$ cat config.mk
export PLATFORM = sky130hd
export DESIGN_NAME = mem_initiator
export DESIGN_NICKNAME = d
export VERILOG_FILES = /design/src/rtl/mem_initiator.sv
export SDC_FILE = /design/constraint.sdc
export NUM_CORES = 1
export LEC_CHECK = 0
export BUFFER_PORTS_ARGS = -buffer_cell sky130_fd_sc_hd__buf_2
export CAP_MARGIN = 20
export CORE_UTILIZATION = 25
export CTS_CLUSTER_SIZE = 25
export DETAILED_ROUTE_END_ITERATION = 12
export MAX_ROUTING_LAYER = met4
export PLACE_DENSITY_LB_ADDON = 0.3
export REMOVE_ABC_BUFFERS = 1
export SYNTH_ARGS = -nofsm -noshare
export SYNTH_HDL_FRONTEND = slang
export SYNTH_SLANG_ARGS = --single-unit
$ cat constraint.sdc
create_clock -name clk -period 1.9 [get_ports clk]
set_input_delay 0.095 -clock clk [delete_from_list [all_inputs] [get_ports clk]]
set_output_delay 0.095 -clock clk [all_outputs]
set_load 0.01 [all_outputs]
$ cat src/rtl/mem_initiator.sv
// mem_initiator: accepts one core load/store/fetch at a time and issues it as a
// single-cycle pulse on the memory bus. It waits for mem_ready, extracts and
// extends the returned lane, and answers with an error on timeout or reserved size.
// Optional macro MEM_INITIATOR_MISALIGN_TRAP_EN: misaligned half/word requests
// return an error without a bus access. Without it they are forced to natural
// alignment and issued normally.
module mem_initiator #(
  parameter int TIMEOUT = 16
) (
  input  logic        clk,
  input  logic        rst,
  input  logic        req_valid,
  output logic        req_ready,
  input  logic        req_instr,
  input  logic        req_write,
  input  logic [1:0]  req_size,
  input  logic        req_unsigned,
  input  logic [31:0] req_addr,
  input  logic [31:0] req_wdata,
  output logic        resp_valid,
  input  logic        resp_ready,
  output logic [31:0] resp_rdata,
  output logic        resp_err,
  output logic        mem_valid,
  output logic        mem_instr,
  output logic [31:0] mem_addr,
  output logic [31:0] mem_wdata,
  output logic [3:0]  mem_wstrb,
  input  logic [31:0] mem_rdata,
  input  logic        mem_ready
);

  typedef enum logic [1:0] {IDLE = 2'd0, REQ = 2'd1, WAIT = 2'd2, RESP = 2'd3} state_t;

  // Last WAIT count value at which a missing ready becomes a timeout.
  localparam logic [15:0] WAIT_LIMIT = 16'(TIMEOUT - 1);

  state_t      state_reg, state_next;
  logic [15:0] count_reg;
  logic        write_reg, unsigned_reg;
  logic [1:0]  size_reg, lane_reg;
  logic [31:0] rdata_reg;
  logic        err_reg;
  logic [31:0] addr_reg, wdata_reg;
  logic [3:0]  wstrb_reg;
  logic        instr_reg;

  logic        accept, reject;
  logic [31:0] req_addr_eff, req_wdata_lane;
  logic [3:0]  req_wstrb;
  logic [7:0]  rbyte [4];
  logic [7:0]  byte_sel;
  logic [15:0] half_sel;
  logic [31:0] load_ext;

  assign accept = (state_reg == IDLE) && req_valid;

  // Classify the incoming request and compute the address it will use on the bus
  always_comb begin
    req_addr_eff = req_addr;
`ifdef MEM_INITIATOR_MISALIGN_TRAP_EN
    reject = (req_size == 2'd3) ||
             (req_size == 2'd1 && req_addr[0]) ||
             (req_size == 2'd2 && req_addr[1:0] != 2'b00);
`else
    reject = (req_size == 2'd3);
    if (req_size == 2'd1)
      req_addr_eff[0] = 1'b0;
    else if (req_size == 2'd2)
      req_addr_eff[1:0] = 2'b00;
`endif
  end

  // Byte strobes and lane-replicated store data for the incoming request
  always_comb begin
    req_wstrb      = 4'b1111;
    req_wdata_lane = req_wdata;
    case (req_size)
      2'd0: begin
        req_wstrb      = 4'b0001 << req_addr_eff[1:0];
        req_wdata_lane = {4{req_wdata[7:0]}};
      end
      2'd1: begin
        req_wstrb      = 4'b0011 << {req_addr_eff[1], 1'b0};
        req_wdata_lane = {2{req_wdata[15:0]}};
      end
      default: ;
    endcase
    if (!req_write)
      req_wstrb = 4'b0000;
  end

  // Split the read word into byte lanes for lane selection
  genvar gi;
  generate
    for (gi = 0; gi < 4; gi++) begin : g_lane
      assign rbyte[gi] = mem_rdata[8*gi +: 8];
    end
  endgenerate

  // Select the addressed lane and sign/zero-extend it
  always_comb begin
    byte_sel = rbyte[lane_reg];
    half_sel = lane_reg[1] ? mem_rdata[31:16] : mem_rdata[15:0];
    case (size_reg)
      2'd0:    load_ext = {{24{~unsigned_reg & byte_sel[7]}}, byte_sel};
      2'd1:    load_ext = {{16{~unsigned_reg & half_sel[15]}}, half_sel};
      default: load_ext = mem_rdata;
    endcase
  end

  // State register
  always_ff @(posedge clk) begin
    if (rst)
      state_reg <= IDLE;
    else
      state_reg <= state_next;
  end

  // Next-state logic
  always_comb begin
    state_next = state_reg;
    case (state_reg)
      IDLE: if (accept) state_next = reject ? RESP : REQ;
      REQ:  state_next = WAIT;
      WAIT: if (mem_ready || count_reg == WAIT_LIMIT) state_next = RESP;
      RESP: if (resp_ready) state_next = IDLE;
      default: state_next = IDLE;
    endcase
  end

  // Handshake outputs decoded from the state
  always_comb begin
    req_ready  = (state_reg == IDLE);
    mem_valid  = (state_reg == REQ);
    resp_valid = (state_reg == RESP);
  end

  assign resp_rdata = rdata_reg;
  assign resp_err   = err_reg;
  assign mem_instr  = instr_reg;
  assign mem_addr   = addr_reg;
  assign mem_wdata  = wdata_reg;
  assign mem_wstrb  = wstrb_reg;

  // Request latching, timeout counting and response capture
  always_ff @(posedge clk) begin
    if (rst) begin
      count_reg    <= '0;
      write_reg    <= 1'b0;
      unsigned_reg <= 1'b0;
      size_reg     <= 2'd0;
      lane_reg     <= 2'd0;
      rdata_reg    <= '0;
      err_reg      <= 1'b0;
      addr_reg     <= '0;
      wdata_reg    <= '0;
      wstrb_reg    <= 4'b0000;
      instr_reg    <= 1'b0;
    end else begin
      if (accept) begin
        write_reg    <= req_write;
        unsigned_reg <= req_unsigned;
        size_reg     <= req_size;
        lane_reg     <= req_addr_eff[1:0];
        rdata_reg    <= '0;
        err_reg      <= reject;
        if (!reject) begin
          addr_reg  <= req_addr_eff;
          wdata_reg <= req_wdata_lane;
          wstrb_reg <= req_wstrb;
          instr_reg <= req_instr;
        end
      end
      if (state_reg == REQ)
        count_reg <= '0;
      if (state_reg == WAIT) begin
        if (mem_ready) begin
          rdata_reg <= write_reg ? 32'd0 : load_ext;
          err_reg   <= 1'b0;
        end else if (count_reg == WAIT_LIMIT) begin
          rdata_reg <= '0;
          err_reg   <= 1'b1;
        end else begin
          count_reg <= count_reg + 16'd1;
        end
      end
    end
  end

endmodule

==> metrics list <==
- Overall routing resource usage: 17.33%
* Vias in the first global route: 6296
- The worst setup path is launched from a flip-flop.
* Cell taking the most area after synthesis: sky130_fd_sc_hd__dfxtp_1
- In the final routed layout, each cell accounts on average for between 15 and 20 µm.
- Clock tree synthesis found a total of roughly 130 sinks.
- Antenna diode count: 0
- In the synthesized netlist the async set-or-reset flop fraction comes to 0%.
- At the end of routability-driven placement, the weighted congestion stood at roughly 0.85.
* H-tree levels: 4
- After technology mapping, the gate count stands at 739.
* Fin. Hold Viols: 0
- 1st-iter DRT viols: about 340
* Most used flip-flop cell after synthesis: sky130_fd_sc_hd__dfxtp_1
- At the placement stage, the worst setup path has a slack of -0.1013 ns.
- The pre-antenna-repair detailed-routing pass consisted of 5 iterations.
- The average instance in the mapped netlist occupies roughly 8.4 µm².
- For this configuration, the core starts out at a cell density of 25.46%.
- The tightest min-delay check is of the in2reg type.
- Lkg Pwr: 3.750 nW
- Die Height: 159.4 µm
- The final-report max-slew violation count was 0.
- After routing the design area is 0.009065 mm².
- Critical path class: reg2reg
- The top cell type by area accounts for 40.74% of the synthesized area.
- Placed Area: 0.007764 mm²
- The die covers 0.02540 mm².
- Data required, critical path: 2.17 ns
- Buffers added to address setup during post-CTS repair amount to 0.
* Fin Clk Skew: 0.01219 ns
- Critical-path maximum fanout: 16
- The worst path needs 1.798 ns of the cycle, external delays included.
- CTS placed an instance of sky130_fd_sc_hd__clkbuf_16 at the clock tree root.
- Dividing the detail-routed via count by the number of cells gives 4.833.
- Across the run, the number of max-cap violations was 0.
- Total grt overflow: 0
- Synthesis-to-finish area growth: 46.42%
* Maximum clock rate: 556.1 MHz
- For the worst-skew pair, the clock arrives at the later sink with an insertion delay of between 0.4 and 0.5 ns.
* Post-synth EDFFs: 0
- Cell types occupying the most area after synthesis: sky130_fd_sc_hd__dfxtp_1, sky130_fd_sc_hd__nand2_1, sky130_fd_sc_hd__a21oi_1
- Summing the sequential cell areas from Yosys gives 40.74% of the chip area.
- Power density over the cells: 1021 mW/mm²
- CTS tree: built
- Final net count: about 1100
* Post-Synthesis Cell Area: 0.006191 mm²
- Vias after detailed routing: 6510
- The worst setup path is captured at a flip-flop.
- The worst-case IR drop observed on VDD is 0.4520 mV.
* Run status: finished, final reports clean
- After synthesis the netlist holds a flip-flop and latch count of 126.
- Data on the critical path arrives at its endpoint at 2.07 ns.
* # rows: 57
- Counting distinct cell types in the post-synthesis netlist gives 64.
- The first global-routing pass estimated approximately 34000 µm of wire.
- Worst Slack Setup Final: 0.1018 ns
- Detailed placement finished with a half-perimeter wire length of ~15000 µm.
* Relative slew slack: 50.99%
- Buffers inserted during clock tree synthesis total 17.
* Final total power: 9.253 mW
- Share of post-route cells with drive strength above 1: 31.57%
- After layout, the worst path uses 94.64% of the clock period.
* Worst-Margin Slew: about 0.74 ns
* Final antenna-violating net count: 0
* Setup violations, final: 0
* WL final: 21380 µm
- Core outline area: between 0.02 and 0.025 mm²
- For this run, design rule violations remaining after detail routing come to 0.
- Width of the die: between 150 and 200 µm
- Entering global routing, the biggest net connects 66 pins.
* Port bufs: between 200 and 250
* Clock-pin slew on the worst setup and hold paths: ~0.06 ns
- Number of warnings printed during yosys synthesis: 0
* Number of antenna violations at the first check in global routing: 0
* Io pins: roughly 210
* RSZ-0062 raised after global routing: no
* Buffer levels on the longest clock path: 2
==> cell usage after synthesis (all sizes together), types with 5 or more instances <==
master	n
a211oi	12
a21oi	73
a221o	8
a22oi	8
a311oi	8
a31oi	18
a32oi	7
and3	8
and4	6
buf	25
clkbuf	38
dfxtp	126
ha	6
inv	17
mux2i	18
mux4	8
nand2	156
nand2b	9
nand3	11
nand4	8
nor2	29
nor3	7
nor4	7
o2111ai	12
o211ai	37
o21ai	32
or3	5
==> cells in the final DEF (no fill, tap or decap), types with 8 or more instances in the layout <==
master                          netlist  routed
sky130_fd_sc_hd__nand2_1            156     155
sky130_fd_sc_hd__a21oi_1             73      72
sky130_fd_sc_hd__o211ai_2            10       9
sky130_fd_sc_hd__nor2_1              29      29
sky130_fd_sc_hd__nand3_1             11      11
sky130_fd_sc_hd__a22oi_1              8       8
sky130_fd_sc_hd__a311oi_1             8       8
sky130_fd_sc_hd__buf_2               13     209
sky130_fd_sc_hd__a221o_1              8       8
sky130_fd_sc_hd__dfxtp_1            126     126
sky130_fd_sc_hd__and3_1               8       8
sky130_fd_sc_hd__buf_4                1      33
sky130_fd_sc_hd__o211ai_1            27      27
sky130_fd_sc_hd__clkbuf_16            0      17
sky130_fd_sc_hd__mux4_2               8       8
sky130_fd_sc_hd__a31oi_1             18      18
sky130_fd_sc_hd__o21ai_0             26      26
sky130_fd_sc_hd__inv_1               17      17
sky130_fd_sc_hd__a211oi_1            11      11
sky130_fd_sc_hd__nand2b_1             9       9
sky130_fd_sc_hd__mux2i_1             18      18
sky130_fd_sc_hd__o2111ai_1           12      12
sky130_fd_sc_hd__dlygate4sd3_1        0      66
==> power breakdown <==
| group | total (mW) | switching, mW | internal [mW] |
|---|---|---|---|
| clock | 3.33 | 1.29 | 2.04 |
| combinational | 2.70 | 1.61 | 1.10 |
| sequential | 3.22 | 0.209 | 3.01 |
==> area by class of cell <==
| type | instances | area [µm²] |
|---|---|---|
| clock inverter | 12 | 137.6 |
| timing repair buffer | 315 | 2095 |
| sequential | 126 | 2522 |
| inverter | 17 | 63.81 |
| multi-input combinational | 533 | 3374 |
| clock buffer | 20 | 466.7 |
| tap | 324 | 405.4 |
| fill | 2516 | 15250 |
==> cells by family after synthesis <==
group / after synthesis / synth area share (%)
AOI/OAI and AO/OA: 230 / 25.44
muxes: 28 / 6.184
buffers and inverters: 80 / 5.558
adders and majority gates: 6 / 1.213
and+or+nand+nor: 267 / 20.57
DFF: 126 / 40.74
xor gates and xnor gates: 2 / 0.2830
==> layer usage <==
| layer | part of all wire, % | up-vias | global-route usage (%) |
|---|---|---|---|
| met3 | 4.8 | 32 | 3.621 |
| li1 | - | 3241 | - |
| met1 | 48 | 3037 | 22.20 |
| met5 | 0 | - | - |
| met4 | 2.1 | 0 | 5.988 |
| met2 | 45 | 200 | 26.97 |
==> metrics by stage <==
stage	utilization, %	setup TNS [ns]	std cells	hold slack, ns
floorplan	-	-193.66	676	0.1641
finish	37.27	0	1347	0.02027
global route	37.27	0	1347	0.007365
detailed placement	31.92	-0.6621	1249	0.3390
CTS	37.18	0	1347	0.001252
global placement	31.92	-0.3414	1249	0.3345
==> worst max-delay path, stage by stage (launching register included) <==
cell	delay [ns]
sky130_fd_sc_hd__dfxtp_1	0.42
sky130_fd_sc_hd__ha_2	0.25
sky130_fd_sc_hd__and3_1	0.20
sky130_fd_sc_hd__buf_4	0.16
sky130_fd_sc_hd__a41oi_2	0.16
sky130_fd_sc_hd__buf_12	0.19
sky130_fd_sc_hd__o211ai_1	0.16
sky130_fd_sc_hd__a31oi_1	0.10
==> timing repair <==
item / in CTS / in global routing
gates resized for setup: 2 / 6
hold buffers: 66 / 0
pin swaps: 0 / 0
hold endpoints to repair: 66 / 0
setup endpoints to repair: 7 / 74
==> final timing paths <==
path / start / endpoint / slack, ns / depth (start not counted)
hold / removal: mem_rdata[0] / resp_rdata[0]$_SDFF_PP0_ / 0.02 / 3
hold reg to reg: mem_addr[23]$_SDFFE_PP0P_ / mem_addr[23]$_SDFFE_PP0P_ / 0.45 / 2
setup / recovery: count_reg[0]$_SDFF_PP0_ / resp_rdata[17]$_SDFF_PP0_ / 0.10 / 7
setup reg to reg: count_reg[0]$_SDFF_PP0_ / resp_rdata[17]$_SDFF_PP0_ / 0.10 / 7
(Power assumes the default switching activity.)
